### src/rtl/serial_adder_if.sv
`default_nettype none
// ============================================================================
// Module      : serial_adder_if
// Description : Handshake bundle for the bit-serial adder: operand request
//               side (start/ready) and result side (valid/ack).
// Revision    : 1.0 - initial release
// ============================================================================
interface serial_adder_if #(
    parameter int WIDTH = 8
);
    logic             start;
    logic [WIDTH-1:0] a;
    logic [WIDTH-1:0] b;
    logic             ready;
    logic             busy;
    logic [WIDTH-1:0] sum;
    logic             cout;
    logic             valid;
    logic             ack;

    // Requester/consumer side: supplies operands and acknowledges results
    modport master (
        output start, a, b, ack,
        input  ready, busy, sum, cout, valid
    );

    // Adder side
    modport slave (
        input  start, a, b, ack,
        output ready, busy, sum, cout, valid
    );
endinterface
`default_nettype wire

### src/rtl/serial_adder.sv
`default_nettype none
// ============================================================================
// Module      : serial_adder
// Description : Bit-serial unsigned adder. One full-adder slice plus a carry
//               flop processes the operands LSB-first, one bit per clock;
//               the WIDTH-bit sum and carry-out are presented on valid/ack.
// Revision    : 1.0 - initial release
// ============================================================================
module serial_adder #(
    parameter int WIDTH = 8
) (
    input  wire logic     clk,
    input  wire logic     rst_n,
    serial_adder_if.slave bus
);

    localparam int CNT_W = (WIDTH > 1) ? $clog2(WIDTH) : 1;
    localparam logic [CNT_W-1:0] c_last_bit = CNT_W'(WIDTH - 1);

    typedef enum logic [1:0] {
        S_IDLE = 2'd0,
        S_BUSY = 2'd1,
        S_DONE = 2'd2
    } state_t;

    state_t           r_state;
    state_t           w_state_next;

    logic [WIDTH-1:0] r_a_sh;
    logic [WIDTH-1:0] r_b_sh;
    logic [WIDTH-1:0] r_res_sh;
    logic             r_carry;
    logic [CNT_W-1:0] r_cnt;
    logic [WIDTH-1:0] r_sum;
    logic             r_cout;

    logic             w_ready;
    logic             w_busy;
    logic             w_valid;
    logic             w_load;
    logic             w_step;
    logic             w_last;
    logic             w_sum_bit;
    logic             w_carry_next;
    logic [WIDTH-1:0] w_res_next;

    assign w_last       = (r_cnt == c_last_bit);
    assign w_sum_bit    = r_a_sh[0] ^ r_b_sh[0] ^ r_carry;
    assign w_carry_next = (r_a_sh[0] & r_b_sh[0]) | (r_a_sh[0] & r_carry) | (r_b_sh[0] & r_carry);

    // Result register shifts right; the new sum bit enters at the MSB so that
    // after WIDTH steps bit i sits at position i.
    always_comb begin
        w_res_next            = r_res_sh >> 1;
        w_res_next[WIDTH-1]   = w_sum_bit;
    end

    // State register
    always_ff @(posedge clk or negedge rst_n) begin
        if (!rst_n) begin
            r_state <= S_IDLE;
        end else begin
            r_state <= w_state_next;
        end
    end

    // Next-state decode and handshake outputs
    always_comb begin
        w_state_next = r_state;
        w_ready      = 1'b0;
        w_busy       = 1'b0;
        w_valid      = 1'b0;
        w_load       = 1'b0;
        w_step       = 1'b0;
        case (r_state)
            S_IDLE: begin
                w_ready = 1'b1;
                if (bus.start) begin
                    w_load       = 1'b1;
                    w_state_next = S_BUSY;
                end
            end
            S_BUSY: begin
                w_busy = 1'b1;
                w_step = 1'b1;
                if (w_last) begin
                    w_state_next = S_DONE;
                end
            end
            S_DONE: begin
                w_valid = 1'b1;
                if (bus.ack) begin
                    w_state_next = S_IDLE;
                end
            end
            default: begin
                w_state_next = S_IDLE;
            end
        endcase
    end

    // Serial datapath: operand capture, one bit per step, result publish on the final bit
    always_ff @(posedge clk or negedge rst_n) begin
        if (!rst_n) begin
            r_a_sh   <= '0;
            r_b_sh   <= '0;
            r_res_sh <= '0;
            r_carry  <= 1'b0;
            r_cnt    <= '0;
            r_sum    <= '0;
            r_cout   <= 1'b0;
        end else if (w_load) begin
            r_a_sh   <= bus.a;
            r_b_sh   <= bus.b;
            r_res_sh <= '0;
            r_carry  <= 1'b0;
            r_cnt    <= '0;
        end else if (w_step) begin
            r_a_sh   <= r_a_sh >> 1;
            r_b_sh   <= r_b_sh >> 1;
            r_res_sh <= w_res_next;
            r_carry  <= w_carry_next;
            r_cnt    <= r_cnt + CNT_W'(1);
            if (w_last) begin
                r_sum  <= w_res_next;
                r_cout <= w_carry_next;
            end
        end
    end

    assign bus.ready = w_ready;
    assign bus.busy  = w_busy;
    assign bus.valid = w_valid;
    assign bus.sum   = r_sum;
    assign bus.cout  = r_cout;

endmodule
`default_nettype wire

### src/flat_wrapper.sv
// flat-port wrapper written by rule: the top's interface ports become plain ports
module serial_adder_flat 
#(
    parameter int WIDTH = 8
)
  (clk, rst_n, bus_start, bus_a, bus_b, bus_ack, bus_ready, bus_busy, bus_sum, bus_cout, bus_valid);
  serial_adder_if #(.WIDTH(WIDTH)) bus_i ();
  input  wire logic clk;
  input  wire logic rst_n;
  input wire logic [$bits(bus_i.start)-1:0] bus_start;
  input wire logic [$bits(bus_i.a)-1:0] bus_a;
  input wire logic [$bits(bus_i.b)-1:0] bus_b;
  input wire logic [$bits(bus_i.ack)-1:0] bus_ack;
  output wire logic [$bits(bus_i.ready)-1:0] bus_ready;
  output wire logic [$bits(bus_i.busy)-1:0] bus_busy;
  output wire logic [$bits(bus_i.sum)-1:0] bus_sum;
  output wire logic [$bits(bus_i.cout)-1:0] bus_cout;
  output wire logic [$bits(bus_i.valid)-1:0] bus_valid;
  assign bus_i.start = bus_start;
  assign bus_i.a = bus_a;
  assign bus_i.b = bus_b;
  assign bus_i.ack = bus_ack;
  assign bus_ready = bus_i.ready;
  assign bus_busy = bus_i.busy;
  assign bus_sum = bus_i.sum;
  assign bus_cout = bus_i.cout;
  assign bus_valid = bus_i.valid;
  serial_adder #(.WIDTH(WIDTH)) u_core (.clk(clk), .rst_n(rst_n), .bus(bus_i));
endmodule
### config.mk
export PLATFORM = sky130hd
export DESIGN_NAME = serial_adder_flat
export DESIGN_NICKNAME = d
export VERILOG_FILES = /design/src/rtl/serial_adder_if.sv /design/src/rtl/serial_adder.sv /design/src/flat_wrapper.sv
export SDC_FILE = /design/constraint.sdc
export NUM_CORES = 1
export LEC_CHECK = 0
export ABC_AREA = 1
export CORE_ASPECT_RATIO = 0.6
export CORE_MARGIN = 8
export CORE_UTILIZATION = 55
export CTS_CLUSTER_SIZE = 20
export DETAILED_ROUTE_END_ITERATION = 7
export MAX_ROUTING_LAYER = met4
export PLACE_DENSITY = 0.83
export SYNTH_ARGS = -nofsm -noshare
export SYNTH_HDL_FRONTEND = slang
export SYNTH_SLANG_ARGS = --single-unit
### constraint.sdc
create_clock -name clk -period 2.8 [get_ports clk]
set_input_delay 0.56 -clock clk [delete_from_list [all_inputs] [get_ports clk]]
set_output_delay 0.56 -clock clk [all_outputs]
set_load 0.02 [all_outputs]
Yosys cells after proc, flatten, opt, wreduce, memory -nomap -nowiden
Cells that the tools add are included.
- logic and storage cells: 46
- input bits: 20
- flip-flop bits (word level): 39
- output and inout bits: 12
- reduce and logical (&&, ||, !) cells: 4
- add/sub/neg operators: 1
- eq/ne operators: 6
- multiplexer cells: 19
- bitwise gates (word level): 8
- operators by type and width (kind ; number):
    $mux W8 ; 6
    $mux W1 ; 7
    $mux W2 ; 3
    $mux W3 ; 2
    $pmux W2 S3 ; 1
    $reduce_and A3 Y1 ; 2
    $ne A2 B2 Y1 const B ; 2
    $add A3 B1 Y3 const B ; 1
    $and A1 B1 Y1 ; 3
    $eq A3 B3 Y1 const B ; 1
    $eq A2 B1 Y1 const B ; 1
    $eq A2 B2 Y1 const B ; 1
    $logic_not A2 Y1 ; 1
    $ne A2 B1 Y1 const B ; 1
    $or A1 B1 Y1 ; 2
    $reduce_bool A2 Y1 ; 1
    $xor A1 B1 Y1 ; 2
    $not A1 Y1 ; 1

Depth between registers and ports, before layout
- word-level depth: 5
- mapped depth: 7
- mapped depth without buffers: 6

Worst setup path after synthesis
No wires, ideal clock.
- kind: flip-flop to output port
- start point: reg u_core.r_state[0]
- end point: out bus_valid
- cell stages (with the launch flop): 4
- buffers on the path: 2
- setup slack: 1284 ps
- data arrival time: 956 ps
- data required time: 2240 ps
- cells stage by stage: dfrtp_1 buf_6 buf_2 nor2_1
- cells in the longest elaborated chain, start to end: 2
- RTL lines (item ; RTL line ; RTL):
    from (decl) ; serial_adder.sv:26 ; state_t r_state;
    from (signal assigned) ; serial_adder.sv:63 ; r_state <= w_state_next;
    $eq A2 B2 Y1 ; serial_adder.sv:75 ; case (r_state)
    $mux W1 ; serial_adder.sv:75 ;
    to (decl) ; flat_wrapper.sv:18 ; output wire logic [$bits(bus_i.valid)-1:0] bus_valid;
No other way between the ends.

Final worst setup path
- start point: reg u_core.r_state[0]
- end point: out bus_busy
- cells in the longest elaborated chain, start to end: 2
- RTL lines (item ; RTL line ; RTL):
    $eq A2 B1 Y1 ; serial_adder.sv:75 ;
    $mux W1 ; serial_adder.sv:75 ;
    to (decl) ; flat_wrapper.sv:15 ; output wire logic [$bits(bus_i.busy)-1:0] bus_busy;
No other way between the ends.

==> flow_summary.ini <==
[outcome]
status = completed

[clock_network]
root_buffer = clkbuf_8
cts_buffer_depth = 2
cts_num_sinks = 38
path_clk_slew_ps = 70
post_cts_resized = 0
postCtsHoldBufs = 0
cts_post_setup_buffers_inserted = 0
htree_num_levels = 2
cts_tree = done
clk_latency_ps = 280
numCtsBuffers = 5

[pwr]
pwr-share-comb_pct = 40.6
ir_drop_mv = 0.675
seq_power_share_pct = 42.2
switchingPower_mw = 0.896
powerDensity_nw_per_um2 = 1020
leakage_nw = 1.18
p_int_mw = 1.35
clkPwrFrac_pct = 17.2
swShare_pct = 39.9

[layout]
layout_common_cells = nand2_1, dfrtp_1, nand3_1, clkdlybuf4s50_1, inv_1
fillers = 234
num_antenna_cells = 0
num-nets-final = 275
final_common_cell = nand2_1
stdcell_area_um2 = 2200
postLayoutCoreUtil_pct = 69.0
area_growth_pct = 23.2
drive_gt1_share_pct = 8.30

[floorplan]
fp.dieW_um = 89.5
rows = 16
fp.dieH_um = 60.1
io_pins = 32
core_area_um2 = 3180
die-area_um2 = 5380
initial_utilization_pct = 56.0

[synth]
synth-seq-cells = 38
syn_avg_cell_area_um2 = 8.10
yosysSeqAreaShare_pct = 53.3
synth_adder_area_share_pct = 2.53
synth-xor-area-share_pct = 0
synthCells = 220
yosysTopAreaCell = dfrtp_1
netlist_top_cells_area = dfrtp_1, nand2_1, nand3_1
netlist.area_leader.share_pct = 53.3
synthDistinctLibCells = 18
yosysWarnings = 0
synth_top_family_by_area = simple AND/OR/NAND/NOR gates
syn_nets = 243
syn_area_um2 = 1780
muxShareOfSynthArea_pct = 0
synthSimpleGateAreaFrac_pct = 34.9
synth_compound_area_share_pct = 1.89

[timing]
setup_violations = 0
fin_crit_ps = 2430
whs_ps = 362
skew_ps = 3.68
finalHoldViolCount = 0
grt_setup_unrepaired = false
max_freq_mhz = 411
slew_violations = 0
layout_setup_ws_ps = 365
max_slew_margin_pct = 46.1
period_share_pct = 87.0
finalSetupTns_ps = 0
worstMarginPinSlew_ps = 808

[global_routing]
grt_pass1_vias = 1348
grt_max_degree = 39
track_usage_pct = 16.1
overflow = 0
grt_pass1_wl_um = 6390
antenna_found_initial = 0

[worst_hold_path]
hold_class = in2async

[routing]
num_vias = 1469
route.detailed.drc = 0
routed_wl_um = 3910
antenna_left = 0
first_iter_violations = 108
vias_per_cell = 4.93
first_pass_iters = 4
post_drt_wl_per_cell_um = 13.1

[placement]
dpl_cell_area_um2 = 2100
portBuffers = 31
dp_hpwl_um = 2690
gp_congestion = 0.788
pre_cts_slack_ps = 703

[setup_path]
critPathCaptureType = output pin
cp_max_fo = 14
crit_buf_inv = 2
critPathSlowestCell = clkdlybuf4s50_1
path_cells = nand2_2, inv_2, clkdlybuf4s50_1
cpPeakStageDelay_ps = 650
critPathLaunchType = register
arrival_ps = 1870
critical_path_class = reg2out
crit_required_ps = 2240
critPathTopFamily = buffers and inverters

[job]
cap_violations = 0
[state kept, by name, summed over array words and instances (netlist names)]
signal,flops
u_core.r_carry,1
u_core.bus.sum,8
u_core.bus.cout,1
u_core.r_cnt,3
u_core.r_res_sh,7
u_core.r_state,2
u_core.r_b_sh,8
u_core.r_a_sh,8
[power groups by stage]
stage	logic [mW]	registers (mW)	clock network, mW
finish	0.911	0.947	0.387
global route	1.02	0.976	0.411
CTS	0.915	0.943	0.393
detailed placement	0.909	0.949	0
global placement	0.875	0.947	0
floorplan	0.605	0.961	0
[per-stage QoR]
| stage | total power, mW | cells |
|---|---|---|
| 2_1_floorplan | 1.57 | 220 |
| 3_3_place_gp | 1.82 | 290 |
| 3_5_place_dp | 1.86 | 290 |
| 4_1_cts | 2.25 | 298 |
| 5_1_grt | 2.41 | 298 |
| 6_report | 2.25 | 298 |
[worst reg2reg max path: cells and delay by family, from the launching register on]
kind	cells	cell delay [ps]
buffers and inverters	1	240
DFF	1	510
and+or+nand+nor	2	230
AOI/OAI and AO/OA	1	580
[worst paths after layout]
check | startpoint | end | slack (ps) | cells after the start
max in group asynchronous | rst_n | u_core.bus.sum[0]$_DFFE_PN0P_ | 1930 | 1
max reg2reg | u_core.r_state[0]$_DFFE_PN0P_ | u_core.r_cnt[2]$_DFFE_PN0P_ | 1180 | 4
max | u_core.r_state[0]$_DFFE_PN0P_ | bus_busy | 370 | 3
min in group clk | u_core.bus.sum[4]$_DFFE_PN0P_ | u_core.bus.sum[4]$_DFFE_PN0P_ | 470 | 2
min reg2reg | u_core.bus.sum[4]$_DFFE_PN0P_ | u_core.bus.sum[4]$_DFFE_PN0P_ | 470 | 2
min | rst_n | u_core.r_cnt[1]$_DFFE_PN0P_ | 360 | 1
[cells in the mapped netlist (all sizes together)]
cell type  count
fa             1
nor2           3
dfrtp         38
o31ai          1
buf           10
nand3         30
nand2        117
inv           15
o21ai          3
ha             2
[logic make-up after synthesis]
kind of cell / count (synthesis)
flip-flops: 38
AO/OA/AOI/OAI: 4
AND/OR/NAND/NOR: 150
adder cells (fa/ha/maj): 3
buffers and inverters: 25
[cell type report]
| class | instances | area (um^2) | area share [%] |
|---|---|---|---|
| multi-input combinational | 157 | 702 | 32.0 |
| timing repair buffer | 35 | 335 | 15.3 |
| inverter | 15 | 56.3 | 2.56 |
| clock inverter | 2 | 12.5 | 0.570 |
| clock buffer | 6 | 82.6 | 3.76 |
| sequential | 38 | 951 | 43.3 |
| tap | 45 | 56.3 | 2.56 |
[routing by layer]
layer,vias up,track usage [%],wire [um]
met4,0,5.87,42
met3,4,4.25,303
met1,667,22.3,1920
li1,748,-,-
met5,-,-,0
met2,50,22.0,1640
Note: power is estimated with default switching activity, not from simulation.
==> RTL change 1 (config.mk and constraints unchanged) <==
The 3 states of `state_t` get a one-hot encoding in 3 bits.
--- a/src/rtl/serial_adder.sv
+++ b/src/rtl/serial_adder.sv
@@ -18,8 +18,8 @@
     localparam logic [CNT_W-1:0] c_last_bit = CNT_W'(WIDTH - 1);
 
-    typedef enum logic [1:0] {
-        S_IDLE = 2'd0,
-        S_BUSY = 2'd1,
-        S_DONE = 2'd2
+    typedef enum logic [2:0] {
+        S_IDLE = 3'b001,
+        S_BUSY = 3'b010,
+        S_DONE = 3'b100
     } state_t;
 
Behaviour: same outputs for any inputs over 10 cycles, from zero or initial values and one cycle with rst_n low; not proved beyond that.
==> RTL change 1 against the unedited design <==
  * Critical path depth down 1
  * Global-route usage is 0.058 points higher
  * First-iteration DRC count increased by 8.3%
  * Setup slack worse by 0.081 ns
  * Core utilization increased by 0.33 points
  * Sequential cell count rose by 1
  * Design area grew 4.3%
  * Fmax fell by 3.2%
  * Clock power fell by 5%
  * Area after synthesis increased by 7.6%
  * Final cell count is 0.67% higher
  * Total power decreased by 10%
  * Routed wire length rose by 4.1%
  * Critical endpoint is now bus_ready
  * Highest routed layer unchanged
==> RTL change 1: results (changes against the unedited design) <==
- Fraction of registers with async set or reset after synthesis: 100% (unchanged)
- Largest net degree at the start of global routing: 41 (+5.1%)
- Worst Skew: 0.00296 ns (-0.000721 ns)
- DP Cell Count: 292 (+0.69%)
- Final hold slack: 0.371 ns (+0.00939 ns)
- Final WL: 4070 um (+4.1%)
- Fmax: 0.397 GHz (-3.2%)
- HPWL Detailed: 2740 um (+1.8%)
- Net Count, Synth: 251 (+3.3%)
- Clock Latency Late Sink: 0.29 ns
- Dominant cells by area after synthesis: dfrtp_1 50%, nand2_1 12%, nand3_1 11%
- Antenna diodes: 0 (unchanged)
- Number of fill cells: 289 (+24%)
- Max-cap viol count: 0 (unchanged)
- Distinct cells, synth: 20 (+2)
- Final Wtd Congestion: 0.772 (-2.0%)
- Leak: 1.17 nW (-1.1%)
- Initial antenna violation count: 0 (unchanged)
- DR vias/cell: 5.19 (+5.3%)
- CTS Buffer Depth: 2 (unchanged)
- Yosys warns: 0 (unchanged)
- Post-synthesis sequential area ratio: 50.9% (-2.4 points)
- Dpl ws: 0.611 ns (-0.0915 ns)
- Synth top cells by count: 62 x nand2_1, 44 x nand3_1, 38 x dfrtp_1, 23 x inv_1, 13 x nand4_1
- Outcome: finished, final reports clean
- Reg-to-reg slack, setup: 1.03 ns (-0.15 ns)
- Gr usage total: 16.2% (+0.058 points)
- Placed cell area: 2210 um^2 (+5.1%)
- Vias in the first global route: 1496 (+11%)
- Initial DRC Count: 117 (+8.3%)
- H-tree depth: 2 (unchanged)
- Worst-path fanout max: 16 (+2)
- Mean routed wirelength per cell: 13.6 um (+3.4%)
- Final net count: 277 (+0.73%)
- Rel. slew slack: 42.6% (-3.6 points)
- Syn_area_per_cell: 8.42 um^2 (+3.9%)
- TritonRoute pass-1 iters: 4 (unchanged)
- CP arrival: 1.96 ns (+0.09 ns)
- First-pass GRT wire length: 7010 um (+9.7%)
- Postcts setup bufs: 0 (unchanged)
- Share of layout cells above drive strength 1: 10.2% (+1.9 points)
- VDD IR-drop max: 0.366 mV (-46%)
## RTL change 1: cell types whose count changed after synthesis, sizes merged, moves of 4 or more
cell / before / now
o21ai: 3 / 17
nand3: 30 / 44
nand2: 117 / 63
inv: 15 / 27
nand4: 0 / 13
clkbuf: 0 / 4
## RTL change 1: per-layer routing
layer	vias to the layer above	wire length, um	global-route usage [%]	share of wire [%]
met5	-	0	-	0
met4	0	34	5.68	0.84
met3	3	253	5.76	6.2
met2	43	1640	22.4	40
met1	719	2140	21.5	53
li1	792	-	-	-
## RTL change 1: critical path, cell delays in order (launching register included)
cell and delay [ns]:
dfrtp_1 0.57, nor3_1 0.41, clkdlybuf4s50_1 0.68
## RTL change 1: path summary, 6_finish.rpt
path	from	endpoint	cells after the start
setup / recovery	u_core.r_state[1]	bus_ready	2
hold / removal	rst_n	u_core.bus.cout	1
setup reg to reg	u_core.r_state[1]	u_core.r_a_sh[7]	6
hold reg to reg	u_core.bus.sum[2]	u_core.bus.sum[2]	2
max in group asynchronous	rst_n	u_core.bus.sum[1]	1
min in group clk	u_core.bus.sum[2]	u_core.bus.sum[2]	2
## RTL change 1: cell type report
type                    instances  area (um^2)  share of cell area, %
clock buffers                   7         76.3                   3.33
clock inverters                 1         5.00                  0.219
inverters                      27          101                   4.43
multi-input cells             146          738                   32.2
flip-flops and latches         39          977                   42.7
well taps                      45         56.3                   2.46
repair buffers                 35          335                   14.6
## RTL change 1: logic make-up (layout without fill, tap and decap cells)
logic type                 count (synthesis)  count (layout)  share of synthesized area, %
AOI/OAI and AO/OA                         17              17                          6.00
adders and majority gates                  3               3                          2.35
and+or+nand+nor                          125             125                          29.7
xor gates and xnor gates                   1               1                         0.456
DFF                                       39              39                          50.9
buffers and inverters                     43              70                          10.6
## RTL change 1: power by group
part           total, mW  internal, mW  switching, mW
clock network      0.369         0.175          0.194
registers          0.887         0.748          0.139
logic              0.758         0.278          0.480
==> RTL change 2 (same settings) <==
Without the edit above. `WIDTH` is set to 8 in 3 places; all go to 16.
--- a/src/rtl/serial_adder_if.sv
+++ b/src/rtl/serial_adder_if.sv
@@ -7,5 +7,5 @@
 // ============================================================================
 interface serial_adder_if #(
-    parameter int WIDTH = 8
+    parameter int WIDTH = 16
 );
     logic             start;
--- a/src/rtl/serial_adder.sv
+++ b/src/rtl/serial_adder.sv
@@ -8,5 +8,5 @@
 // ============================================================================
 module serial_adder #(
-    parameter int WIDTH = 8
+    parameter int WIDTH = 16
 ) (
     input  wire logic     clk,
--- a/src/flat_wrapper.sv
+++ b/src/flat_wrapper.sv
@@ -2,5 +2,5 @@
 module serial_adder_flat 
 #(
-    parameter int WIDTH = 8
+    parameter int WIDTH = 16
 )
   (clk, rst_n, bus_start, bus_a, bus_b, bus_ack, bus_ready, bus_busy, bus_sum, bus_cout, bus_valid);
Interface: changed (resized bus_a, bus_b and bus_sum); port bits go from 32 to 56. No check against the original RTL was run, so the function may have changed too.
==> RTL change 2 against the unedited design <==
  * Design area up 71%
  * Count of clock-buffer cells in the layout up 6
  * Global-route usage up 1.1 points
  * Sequential cell count up 33
  * Setup slack better by 0.0047 ns
  * Total power up 75%
  * Routed wire length up 61%
  * Area after synthesis up 69%
  * Core utilization up 3.9 points
  * Critical path type unchanged
==> RTL change 2: results (changes against the unedited design) <==
- Outcome: finished, final reports clean
- Clock Latency Late Sink: 0.34 ns (+0.06 ns)
- GR met1 Demand/Resource: 21.8% (-0.50 points)
- Dominant cells by area after synthesis: dfrtp_1 59%, nand2_1 19%, nand3_1 5.3%
- CP max stage delay: 0.61 ns (-0.04 ns)
- Leak: 1.79 nW (+52%)
- Comb power: 1.31 mW (+44%)
- Number of fill cells: 375 (+60%)
- Pwr Density: 1050 nW/um^2 (+2.5%)
- R2R depth: 7 (+3)
- Mean routed wirelength per cell: 13.8 um (+5.1%)
- Register Area: 1780 um^2 (+87%)
- VDD IR-drop max: 0.640 mV (-5.1%)
- IO buf count: 55 (+77%)
- Worst Skew: 0.00648 ns (+0.00280 ns)
- R2r startpoint: u_core.r_state[1]
- Synth top cells by count: 155 x nand2_1, 71 x dfrtp_1, 32 x nand3_1, 17 x inv_1, 15 x o21ai_0
- H-tree depth: 3 (+1)
- Global routing usage on met2: 26.0% (+3.9 points)
- DP Cell Count: 442 (+52%)
- Gr usage total: 17.2% (+1.1 points)
- GR Util met3: 5.61% (+1.4 points)
- Post-synthesis sequential area ratio: 59.1% (+5.8 points)
- Pint: 2.54 mW (+88%)
- Share of layout cells above drive strength 1: 9.21% (+0.91 points)
- DR vias/cell: 5.08 (+3.0%)
- Met3 wire length: 326 um (+7.6%)
- Final Wtd Congestion: 0.765 (-3.0%)
- Total CTS buffers: 9 (+4)
- Cells after Synth: 335 (+52%)
- Reg-to-Reg End: u_core.bus.sum[9]
- Final net count: 425 (+55%)
- Largest net degree at the start of global routing: 72 (+85%)
- Initial DRC Count: 173 (+60%)
- Routed wl met2: 2900 um (+77%)
- TritonRoute pass-1 iters: 6 (+2)
- First-pass GRT wire length: 11000 um (+72%)
- Distinct cells, synth: 16 (-2)
[RTL change 2: cell count changes after synthesis, moves of 6 or more]
cell     change
nand2_1     +41
o21ai_2     +14
o21ai_0     +13
dfrtp_1     +33
nor2_1       +6
buf_6        +6
[RTL change 2: layout make-up]
type	instances	share of cell area [%]
Sequential cell	71	47.3
Multi-Input combinational cell	229	27.5
Timing Repair Buffer	57	15.0
Clock buffer	12	4.40
Tap cell	66	2.20
Inverter	19	1.90
Clock inverter	3	1.73
[RTL change 2: how the worst min path moves through the flow]
stage | startpoint | end | slack (ns) | cells after the start
floorplan | rst_n | u_core.bus.cout | 0.26 | 0
global placement | u_core.bus.sum[15] | u_core.bus.sum[15] | 0.46 | 2
detailed placement | u_core.bus.sum[15] | u_core.bus.sum[15] | 0.46 | 2
CTS | rst_n | u_core.bus.sum[15] | 0.36 | 1
global route | rst_n | u_core.bus.sum[15] | 0.40 | 1
finish | rst_n | u_core.bus.sum[15] | 0.31 | 1
[RTL change 2: cell families (layout without fill, tap and decap cells)]
kind of cell	Yosys count	after routing	share of synthesized area, %
adders and majority gates	2	2	1.08
DFF	71	71	59.1
buffers and inverters	35	91	6.87
and+or+nand+nor	196	196	26.0
AOI/OAI and AO/OA	31	31	6.99
[RTL change 2: critical path: cells and delay by family (launching register included)]
family | cells | cell delay, ns
buf+inv | 3 | 0.90
flops | 1 | 0.38
simple gates | 1 | 0.24
[RTL change 2: metrics by stage]
step,setup slack (ns),instance area [um^2]
after floorplan,1.36,3010
after global placement,0.760,3520
after detailed placement,0.656,3520
after CTS,0.364,3750
after global routing,0.267,3750
final,0.370,3750
